--- src/rtl/csr_trap_ctrl.sv ---
// Execute-stage sequencer in front of the 8-entry CSR file: CSR read-modify-write,
// ECALL/MRET handling, rd write-back and a valid/ready PC redirect to fetch.
module csr_trap_ctrl #(
  parameter int DATA_WIDTH = 32,
  parameter int RD_WIDTH   = 4
) (
  input  logic                  clock,
  input  logic                  reset,
  input  logic                  in_valid,
  output logic                  in_ready,
  input  logic [2:0]            in_op,
  input  logic [11:0]           in_csr,
  input  logic [DATA_WIDTH-1:0] in_rs1_val,
  input  logic                  in_rs1_zero,
  input  logic [RD_WIDTH-1:0]   in_rd,
  input  logic [31:0]           in_pc,
  output logic [2:0]            csr_addr,
  input  logic [DATA_WIDTH-1:0] csr_rdata,
  output logic [2:0]            csr_waddr,
  output logic [DATA_WIDTH-1:0] csr_wdata,
  output logic                  csr_wen,
  output logic                  csr_ecall,
  output logic [31:0]           csr_pc,
  output logic                  wb_valid,
  output logic [RD_WIDTH-1:0]   wb_rd,
  output logic [DATA_WIDTH-1:0] wb_data,
  output logic                  redir_valid,
  input  logic                  redir_ready,
  output logic [31:0]           redir_pc,
  output logic                  illegal
);

  typedef enum logic [1:0] {
    IDLE  = 2'd0,
    EXEC  = 2'd1,
    TRAP  = 2'd2,
    REDIR = 2'd3
  } state_t;

  localparam logic [2:0] OP_CSRRW = 3'd0;
  localparam logic [2:0] OP_CSRRS = 3'd1;
  localparam logic [2:0] OP_CSRRC = 3'd2;
  localparam logic [2:0] OP_ECALL = 3'd3;
  localparam logic [2:0] OP_MRET  = 3'd4;

  function automatic logic [2:0] csr_index(input logic [11:0] num);
    case (num)
      12'h305: csr_index = 3'd1;
      12'h341: csr_index = 3'd2;
      12'h342: csr_index = 3'd3;
      12'h300: csr_index = 3'd4;
      12'hF11: csr_index = 3'd5;
      12'hF12: csr_index = 3'd6;
      default: csr_index = 3'd0;
    endcase
  endfunction

  state_t                state_r, state_s;
  logic [2:0]            op_r;
  logic [2:0]            idx_r;
  logic [DATA_WIDTH-1:0] rs1_r;
  logic                  rs1_zero_r;
  logic [RD_WIDTH-1:0]   rd_r;
  logic [31:0]           pc_r;
  logic [31:0]           target_r, target_s;
  logic                  illegal_r;
  logic                  accept_s;
  logic                  wen_s;
  logic [DATA_WIDTH-1:0] new_val_s;

  // Only mutable mapped CSRs (1-4) are written; RS/RC with rs1=x0 is a pure read.
  assign wen_s = (idx_r >= 3'd1) && (idx_r <= 3'd4) &&
                 !((op_r != OP_CSRRW) && rs1_zero_r);

  // Read-modify-write value for the latched CSR op
  always_comb begin
    case (op_r)
      OP_CSRRS: new_val_s = csr_rdata | rs1_r;
      OP_CSRRC: new_val_s = csr_rdata & ~rs1_r;
      default:  new_val_s = rs1_r;
    endcase
  end

  // Next-state and output decode
  always_comb begin
    state_s     = state_r;
    target_s    = target_r;
    accept_s    = 1'b0;
    in_ready    = 1'b0;
    csr_addr    = 3'd0;
    csr_waddr   = 3'd0;
    csr_wdata   = {DATA_WIDTH{1'b0}};
    csr_wen     = 1'b0;
    csr_ecall   = 1'b0;
    csr_pc      = 32'd0;
    wb_valid    = 1'b0;
    wb_rd       = {RD_WIDTH{1'b0}};
    wb_data     = {DATA_WIDTH{1'b0}};
    redir_valid = 1'b0;
    redir_pc    = 32'd0;
    illegal     = illegal_r;
    case (state_r)
      IDLE: begin
        in_ready = 1'b1;
        if (in_valid) begin
          accept_s = 1'b1;
          case (in_op)
            OP_CSRRW, OP_CSRRS, OP_CSRRC, OP_MRET: state_s = EXEC;
            OP_ECALL: state_s = TRAP;
            default:  state_s = IDLE;
          endcase
        end else begin
          state_s = IDLE;
        end
      end
      EXEC: begin
        if (op_r == OP_MRET) begin
          csr_addr = 3'd2;
          target_s = {csr_rdata[31:2], 2'b00};
          state_s  = REDIR;
        end else begin
          csr_addr  = idx_r;
          csr_waddr = idx_r;
          csr_wdata = new_val_s;
          csr_wen   = wen_s;
          wb_valid  = 1'b1;
          wb_rd     = rd_r;
          wb_data   = csr_rdata;
          state_s   = IDLE;
        end
      end
      TRAP: begin
        csr_ecall = 1'b1;
        csr_pc    = pc_r;
        csr_addr  = 3'd1;
        target_s  = {csr_rdata[31:2], 2'b00};
        state_s   = REDIR;
      end
      REDIR: begin
        redir_valid = 1'b1;
        redir_pc    = target_r;
        if (redir_ready) begin
          state_s = IDLE;
        end else begin
          state_s = REDIR;
        end
      end
      default: state_s = IDLE;
    endcase
  end

  // State, latched instruction fields, redirect target and illegal pulse
  always_ff @(posedge clock) begin
    if (reset) begin
      state_r    <= IDLE;
      op_r       <= 3'd0;
      idx_r      <= 3'd0;
      rs1_r      <= {DATA_WIDTH{1'b0}};
      rs1_zero_r <= 1'b0;
      rd_r       <= {RD_WIDTH{1'b0}};
      pc_r       <= 32'd0;
      target_r   <= 32'd0;
      illegal_r  <= 1'b0;
    end else begin
      state_r   <= state_s;
      target_r  <= target_s;
      illegal_r <= accept_s && (in_op > OP_MRET);
      if (accept_s) begin
        op_r       <= in_op;
        idx_r      <= csr_index(in_csr);
        rs1_r      <= in_rs1_val;
        rs1_zero_r <= in_rs1_zero;
        rd_r       <= in_rd;
        pc_r       <= in_pc;
      end
    end
  end

endmodule

--- config.mk ---
export PLATFORM = sky130hd
export DESIGN_NAME = csr_trap_ctrl
export DESIGN_NICKNAME = d
export VERILOG_FILES = /design/src/rtl/csr_trap_ctrl.sv
export SDC_FILE = /design/constraint.sdc
export NUM_CORES = 1
export LEC_CHECK = 0
export CORE_UTILIZATION = 37
export CTS_CLUSTER_SIZE = 20
export DETAILED_ROUTE_END_ITERATION = 8
export GPL_ROUTABILITY_DRIVEN = 0
export PLACE_DENSITY_LB_ADDON = 0.15
export RECOVER_POWER = 100
export SLEW_MARGIN = 15
export SYNTH_ARGS = -nofsm -noshare
export SYNTH_HDL_FRONTEND = slang
export SYNTH_SLANG_ARGS = --single-unit
--- constraint.sdc ---
create_clock -name clock -period 1.8 [get_ports clock]
set_clock_uncertainty 0.15 [all_clocks]
set_input_delay 0.45 -clock clock [delete_from_list [all_inputs] [get_ports clock]]
set_output_delay 0.45 -clock clock [all_outputs]
set_load 0.03 [all_outputs]
After elaboration in Yosys (flattened, before gate mapping)
Index checks and enable logic that the tools add are counted.

Word-level logic and storage cells: 73. Output and inout bits: 144. Bits of input ports: 120. Flip-flop bits (word level): 110.

Equality and inequality tests: 17. Reduce and logical (&&, ||, !) cells: 11. $lt $le $gt $ge: 3. Multiplexer cells: 30. Bitwise gates (word level): 3.

Operator list (number): $mux W32 (7); $pmux W32 S2 (2); $eq A12 B10 Y1 const B (4); $and A32 B32 Y32 (1); $not A32 Y32 (1); $or A32 B32 Y32 (1); $eq A12 B12 Y1 const B (2); $pmux W3 S6 (1); $eq A3 B2 Y1 const B (3); $mux W1 (9); $mux W3 (3); $mux W4 (2); $pmux W2 S4 (1); $eq A3 B1 Y1 const B (2); $eq A3 B3 Y1 const B (2); $mux W2 (3); $pmux W3 S2 (1); $eq A2 B2 Y1 const B (2); $logic_and A1 B1 Y1 (4); $pmux W2 S2 (1); $reduce_or A4 Y1 (1); $ge A3 B1 Y1 const B (1); $gt A3 B3 Y1 const B (1); $le A3 B3 Y1 const B (1); other kinds (8) (8).

Depth between registers and ports, before layout
Gate-level depths: netlist (run 1).

Depth in word-level cells: 6. Mapped depth: 8. Mapped depth without buffers: 6.

Least setup slack after synthesis (run 1)
OpenSTA, ideal clock, no wires.

Kind: register to output. Start point: register state_r[1]. End point: output csr_waddr[2]. Stages on the path, launching flop included: 9. Buffers on the path: 3. Setup slack: -0.728 ns. Arrival time: 1.928 ns. Cells stage by stage: dfxtp_1 > inv_1 > ha_1 > nand2b_1 > buf_2 > inv_1 > clkbuf_1 > and2_1 > buf_4.

Longest elaborated chain between the ends: 2.

Ends and longest elaborated chain: start: declaration (RTL line 58) `state_t state_r, state_s;`; start signal: assignment (RTL line 165) `state_r <= state_s;`; $eq A2 B1 Y1 (RTL line 102) `case (state_r)`; $mux W3 (RTL line 102); end: declaration (RTL line 19) `output logic [2:0] csr_waddr,`.

No other way between the ends.

Final worst setup path (run 1)
Start point: register op_r[1]. End point: output csr_addr[0].

Longest elaborated chain between the ends: 3.

Ends and longest elaborated chain: start: declaration (RTL line 59) `logic [2:0] op_r;`; start signal: assignment (RTL line 169) `op_r <= in_op;`; $eq A3 B3 Y1 (RTL line 117) `if (op_r == OP_MRET) begin`; $mux W3 (RTL line 117); $pmux W3 S2 (RTL line 102); end: declaration (RTL line 17) `output logic [2:0] csr_addr,`.

No other way between the ends.

==> metrics.txt, run 1 <==
post-DP HPWL=12.3 mm; EDFF count, synth=0; Setup crit start kind=register; Max Cap Viol=0; share of cells above drive strength 1=49.0%; top post-synthesis cells by area=dfxtp_1 (41%), nand2_1 (17%), a21oi_1 (13%); site row count=43; Remaining DRCs=0; r2r endpoint=target_r[2]; largest net degree at the start of global routing=51; Synth area leader=dfxtp_1; clk_lat worst skew=0.35 ns; Clock Sink Count=108; Wirelength per Cell=17.6 um; cells on worst reg2reg path=9; initial DRC count=206; min Tclk post-route=2.45 ns; vias in the first global route=6,138; P per Cell Area=571 nW/um^2; CP Cell Sequence=buf_6 > nor3b_4 > nand2b_4 > buf_6 > inv_8 > and2_4 > o21a_4 > buf_6; clk slew on worst S/H paths=0.07 ns; Critical Path End Type=output pin; io pins=264; Lkg Pwr=4.53 nW; Die Footprint=14,700 sq um; RSZ-0062 raised after global routing=yes; sequential-to-total area share from yosys stat=41.2%; post-synth top area share=41.2%; Mean Syn Cell Area=7.20 sq um; H-tree Lvls=3; Reg area=2170 sq um; Syn. warnings=0; failing checks=setup timing; ys async rst share=0%; crit path DAT=1.85 ns; Initial Utilization=37.8%; count of pins over their slew limit=0; Root Driver=clkbuf_16; Slowest Stage Delay on Critical Path=0.37 ns; Routed WL=21.8 mm; kind of critical path=register to output pin; Max Used Layer=met4; drt first pass iters=4; Final TNS setup=-83.56 ns; Synth Instances=729; cts hold-fix bufs=0; synthesized cell area=5250 sq um; Worst path most repeated cell=buf_6; maximum vdd drop=397 uV; multi-input logic area=3960 sq um; Total Power=0.00629 W; Core Area=13,900 sq um; R2R Setup Slk=-0.16 ns; Cell variety after synth=35; met3 routed WL=1.31 mm; most frequent cell after synthesis=nand2_1; Layout area overhead=110%; nets=1,175; Slowest cell on crit path=dfxtp_4; crit path max fanout=5; Setup crit end=csr_addr[0]; Hold Vio Cnt, Final=0; die height=121 um; Inserted Clock Buffers=9; DR vias=6,273; setup slack after layout=-0.649 ns; GRT Overall Usage=28.2%; WL met1=8.52 mm; met2 wire len=11.3 mm; status=finished, violations left; list of most frequent post-synthesis cells=nand2_1 (238), a21oi_1 (138), dfxtp_1 (108), and2_1 (102), clkbuf_1 (45); fillers=932; ANT cells=0; initial antenna violation count=0; grt total ovfl=0; WP data required=1.20 ns; Die X=121 um; flops & latches, synth=108; number of port buffers=261; clock buffer depth=2; Worst Hold Class=register to register; highest clock rate=0.408 GHz; post-route ant nets=0; crit path launch=op_r[1]; reg2reg start=state_r[0]; fin crit share=136%; first-pass GRT wire length=31.7 mm; ys flop type=dfxtp_1; Via density=5.08; final setup vio count=240; CTS tree=yes
-- power by group --
group	switching (W)	total (W)	internal, W
Clock	0.000871	0.00209	0.00122
Sequential	0.0000817	0.00259	0.00251
Combinational	0.000800	0.00161	0.000809
Total	0.00175	0.00629	0.00454
-- registers in the layout, indices dropped and copies added (netlist names), 2 cells and up --
signal / flops
rs1_r: 32
rd_r: 4
op_r: 3
target_r: 30
state_r: 2
idx_r: 3
pc_r: 32
-- routing by layer --
metal,up-vias,track usage [%]
met2,217,50.8
met4,0,11.8
li1,3005,-
met1,3006,31.9
met5,-,0
met3,45,6.11
-- worst min-delay path by stage --
stage	startpoint	endpoint	slack (ns)	depth (start not counted)
after floorplan	target_r[10]	target_r[10]	0.28	2
after global placement	target_r[7]	target_r[7]	0.28	2
after detailed placement	target_r[24]	target_r[24]	0.29	2
after CTS	target_r[24]	target_r[24]	0.30	2
after global routing	pc_r[25]	pc_r[25]	0.32	2
final	pc_r[11]	pc_r[11]	0.30	2
-- cell families (layout without fill, tap and decap cells) --
logic type	Yosys count	after routing	share of synthesized area, %
and+or+nand+nor	396	396	36.9
AOI/OAI and AO/OA	147	147	14.4
muxes	4	4	0.786
DFF	108	108	41.2
other	1	2	0.0714
adders and majority gates	4	4	0.953
buffers and inverters	66	391	5.12
xor gates and xnor gates	3	3	0.501
-- critical path, delay by kind of cell, from the launching register on --
family          cells  cell delay (ns)
simple gates        3             0.52
buf+inv             4             0.42
flops               1             0.37
compound gates      1             0.19
-- cells in the final DEF (no fill, tap or decap), drive strengths merged, types with 2 or more instances in the layout --
cell and instances:
a211oi 3, a21oi 138, and2 102, buf 245, bufinv 2, clkbuf 20, clkdlybuf4s50 114, conb 2
dfxtp 108, dlygate4sd2 2, ha 4, inv 7, mux2i 3, nand2 238, nand3 2, nand3b 32
nand4b 3, nor2 8, nor4 2, nor4b 2, o21ai 2, xnor2 2
-- cell type report --
| type | instances | area share, % |
|---|---|---|
| clock buffer | 13 | 2.18 |
| clock inverter | 2 | 0.546 |
| sequential | 108 | 19.7 |
| timing repair buffer | 369 | 39.2 |
| tap | 180 | 2.05 |
| multi-input combinational | 556 | 36.0 |
| inverter | 7 | 0.330 |
-- metrics by stage --
step	instance area, sq um	utilization [%]	setup WS [ns]	hold slack [ns]	cells
floorplan	5940	-	-0.175	0.277	730
global placement	8900	64.2	-0.626	0.283	1181
detailed placement	8900	64.2	-0.626	0.288	1181
CTS	10600	76.3	-0.618	0.302	1233
global route	11000	79.3	-0.709	0.318	1235
finish	11000	79.3	-0.649	0.304	1235
-- timing repair --
item                                   in CTS  in global routing
pin swaps                                  97                 76
setup buffers                              22                  6
setup endpoints to repair                 143                248
gates cloned                               16                  4
gates resized for setup                   268                118
endpoints found under the hold margin       0                  0
(Power assumes the default switching activity.)
==> run 2, diff against run 1 <==
Settings changed: TNS_END_PERCENT set to 50.
==> run 2 against run 1 <==
- the flow still finishes with violations (setup timing)
- critical path depth decreased by 1
- sequential power about the same
- global-route usage decreased by 1.9 points
- combinational power decreased by 11%
- largest power group unchanged
- highest routed layer unchanged
==> metrics.txt, run 2 (same netlist as run 1, synthesis figures left out) <==
maximum vdd drop=519 uV (+31%); final setup vio count=179 (-25%); Lkg Pwr=4.10 nW (-9.4%); Total Power=0.00597 W (-5.0%); leading cell types in the layout, fill and taps excluded=nand2_1 (205), buf_6 (159), clkdlybuf4s50_1 (118), a21oi_1 (107), dfxtp_1 (104); min Tclk post-route=2.41 ns (-0.0402 ns); RSZ-0062 raised after global routing=yes; io pins=264 (unchanged); biggest registers after layout=pc_r x32, rs1_r x32, target_r x30; status=finished, violations left; Final TNS setup=-70.24 ns (+13.32 ns); ANT cells=0 (unchanged); H-tree Lvls=3 (unchanged); Critical Path End Type=output pin; CTS tree=yes; clk_lat worst skew=0.35 ns (about the same); failing checks=setup timing; Root Driver=clkbuf_16; die height=121 um (unchanged); highest clock rate=0.415 GHz (+1.7%); count of pins over their slew limit=0 (unchanged); drt first pass iters=4 (unchanged); initial DRC count=218 (+5.8%); worst hold margin=0.298 ns (-0.00684 ns); commonest non-fill, non-tap cell in the layout=nand2_1; Die Footprint=14,700 sq um (unchanged); Routed WL=18.9 mm (-13%); grt total ovfl=0 (unchanged); Die X=121 um (unchanged); Clock Sink Count=108 (unchanged); clk slew on worst S/H paths=0.07 ns (about the same); first-pass GRT wire length=29.8 mm (-5.9%); Worst Hold Class=register to register; cts hold-fix bufs=0 (unchanged); dpl ws=-0.609 ns (+0.0171 ns); number of port buffers=261 (unchanged); kind of critical path=register to output pin; post-DP HPWL=12.2 mm (-0.61%); crit path max fanout=32 (+27); Hold Vio Cnt, Final=0 (unchanged); largest net degree at the start of global routing=38 (-25%); site row count=43 (unchanged); vias in the first global route=5,852 (-4.7%); fillers=1,088 (+17%); Inserted Clock Buffers=9 (unchanged); P per Cell Area=585 nW/um^2 (+2.3%); Remaining DRCs=0 (unchanged); WP data required=1.20 ns (about the same); Max Cap Viol=0 (unchanged); Wirelength per Cell=15.4 um (-13%); Layout area overhead=94.6%; Via density=4.88 (-3.9%); Core Area=13,900 sq um (unchanged); clock buffer depth=2 (unchanged); post-route ant nets=0 (unchanged); Setup crit start kind=register; GRT Overall Usage=26.3% (-1.9 points); fin util=73.6% (-5.7 points); initial antenna violation count=0 (unchanged); DR vias=5,997 (-4.4%); fin crit share=134% (-2.2 points); nets=1,167 (-0.68%); share of cells above drive strength 1=41.3% (-7.7 points); crit path DAT=1.81 ns (-0.04 ns); Initial Utilization=37.8% (unchanged); setup slack after layout=-0.609 ns (+0.0402 ns)
-- run 2: routing by layer --
metal	global-route usage, %	part of all wire, %	vias to the layer above
li1	-	-	2983
met1	30.2	40	2816
met2	48.2	52	181
met3	5.17	5.8	17
met4	8.80	1.7	0
met5	0	0	-
-- run 2: repair_timing --
item,in CTS,in global routing
gates resized for setup,280,70
endpoints found under the setup margin,174,198
buffers inserted,12,11
cloned,10,0
pin swaps,42,47
-- run 2: worst paths after layout --
check	start	endpoint	slack, ns	cells past startpoint
setup / recovery	op_r[0]	csr_wdata[29]	-0.61	7
hold / removal	target_r[15]	target_r[15]	0.30	2
setup reg to reg	state_r[0]	target_r[15]	-0.24	10
hold reg to reg	target_r[15]	target_r[15]	0.30	2
-- run 2: metrics by stage --
step / area, sq um / std cells
after floorplan: 5880 / 730
after global placement: 8800 / 1186
after detailed placement: 8800 / 1186
after CTS: 10000 / 1224
after global routing: 10200 / 1228
final: 10200 / 1228
-- run 2: area by class of cell --
| type | count | area (sq um) | share of cell area (%) |
|---|---|---|---|
| Clock buffer | 15 | 278 | 2.72 |
| Sequential cell | 108 | 2170 | 21.2 |
| Inverter | 7 | 41.3 | 0.404 |
| Timing Repair inverter | 3 | 33.8 | 0.331 |
| Tap cell | 180 | 225 | 2.20 |
| Timing Repair Buffer | 358 | 3890 | 38.0 |
| Multi-Input combinational cell | 556 | 3580 | 35.0 |
| Clock inverter | 1 | 5.00 | 0.0490 |
-- run 2: power breakdown --
part           total [W]  switching (W)  internal (W)  leakage, nW
Sequential       0.00259      0.0000796       0.00251        0.886
Combinational    0.00144       0.000706      0.000735         3.08
Clock            0.00194       0.000886       0.00105        0.140
Total            0.00597        0.00167       0.00430         4.10
-- run 2: worst max-delay path: stages (launching register included) --
cell and delay (ns):
dfxtp_2 0.33, buf_4 0.15, xnor2_1 0.13, nor2_2 0.13, buf_12 0.21, nand3b_1 0.15, a21oi_4 0.16, buf_4 0.17
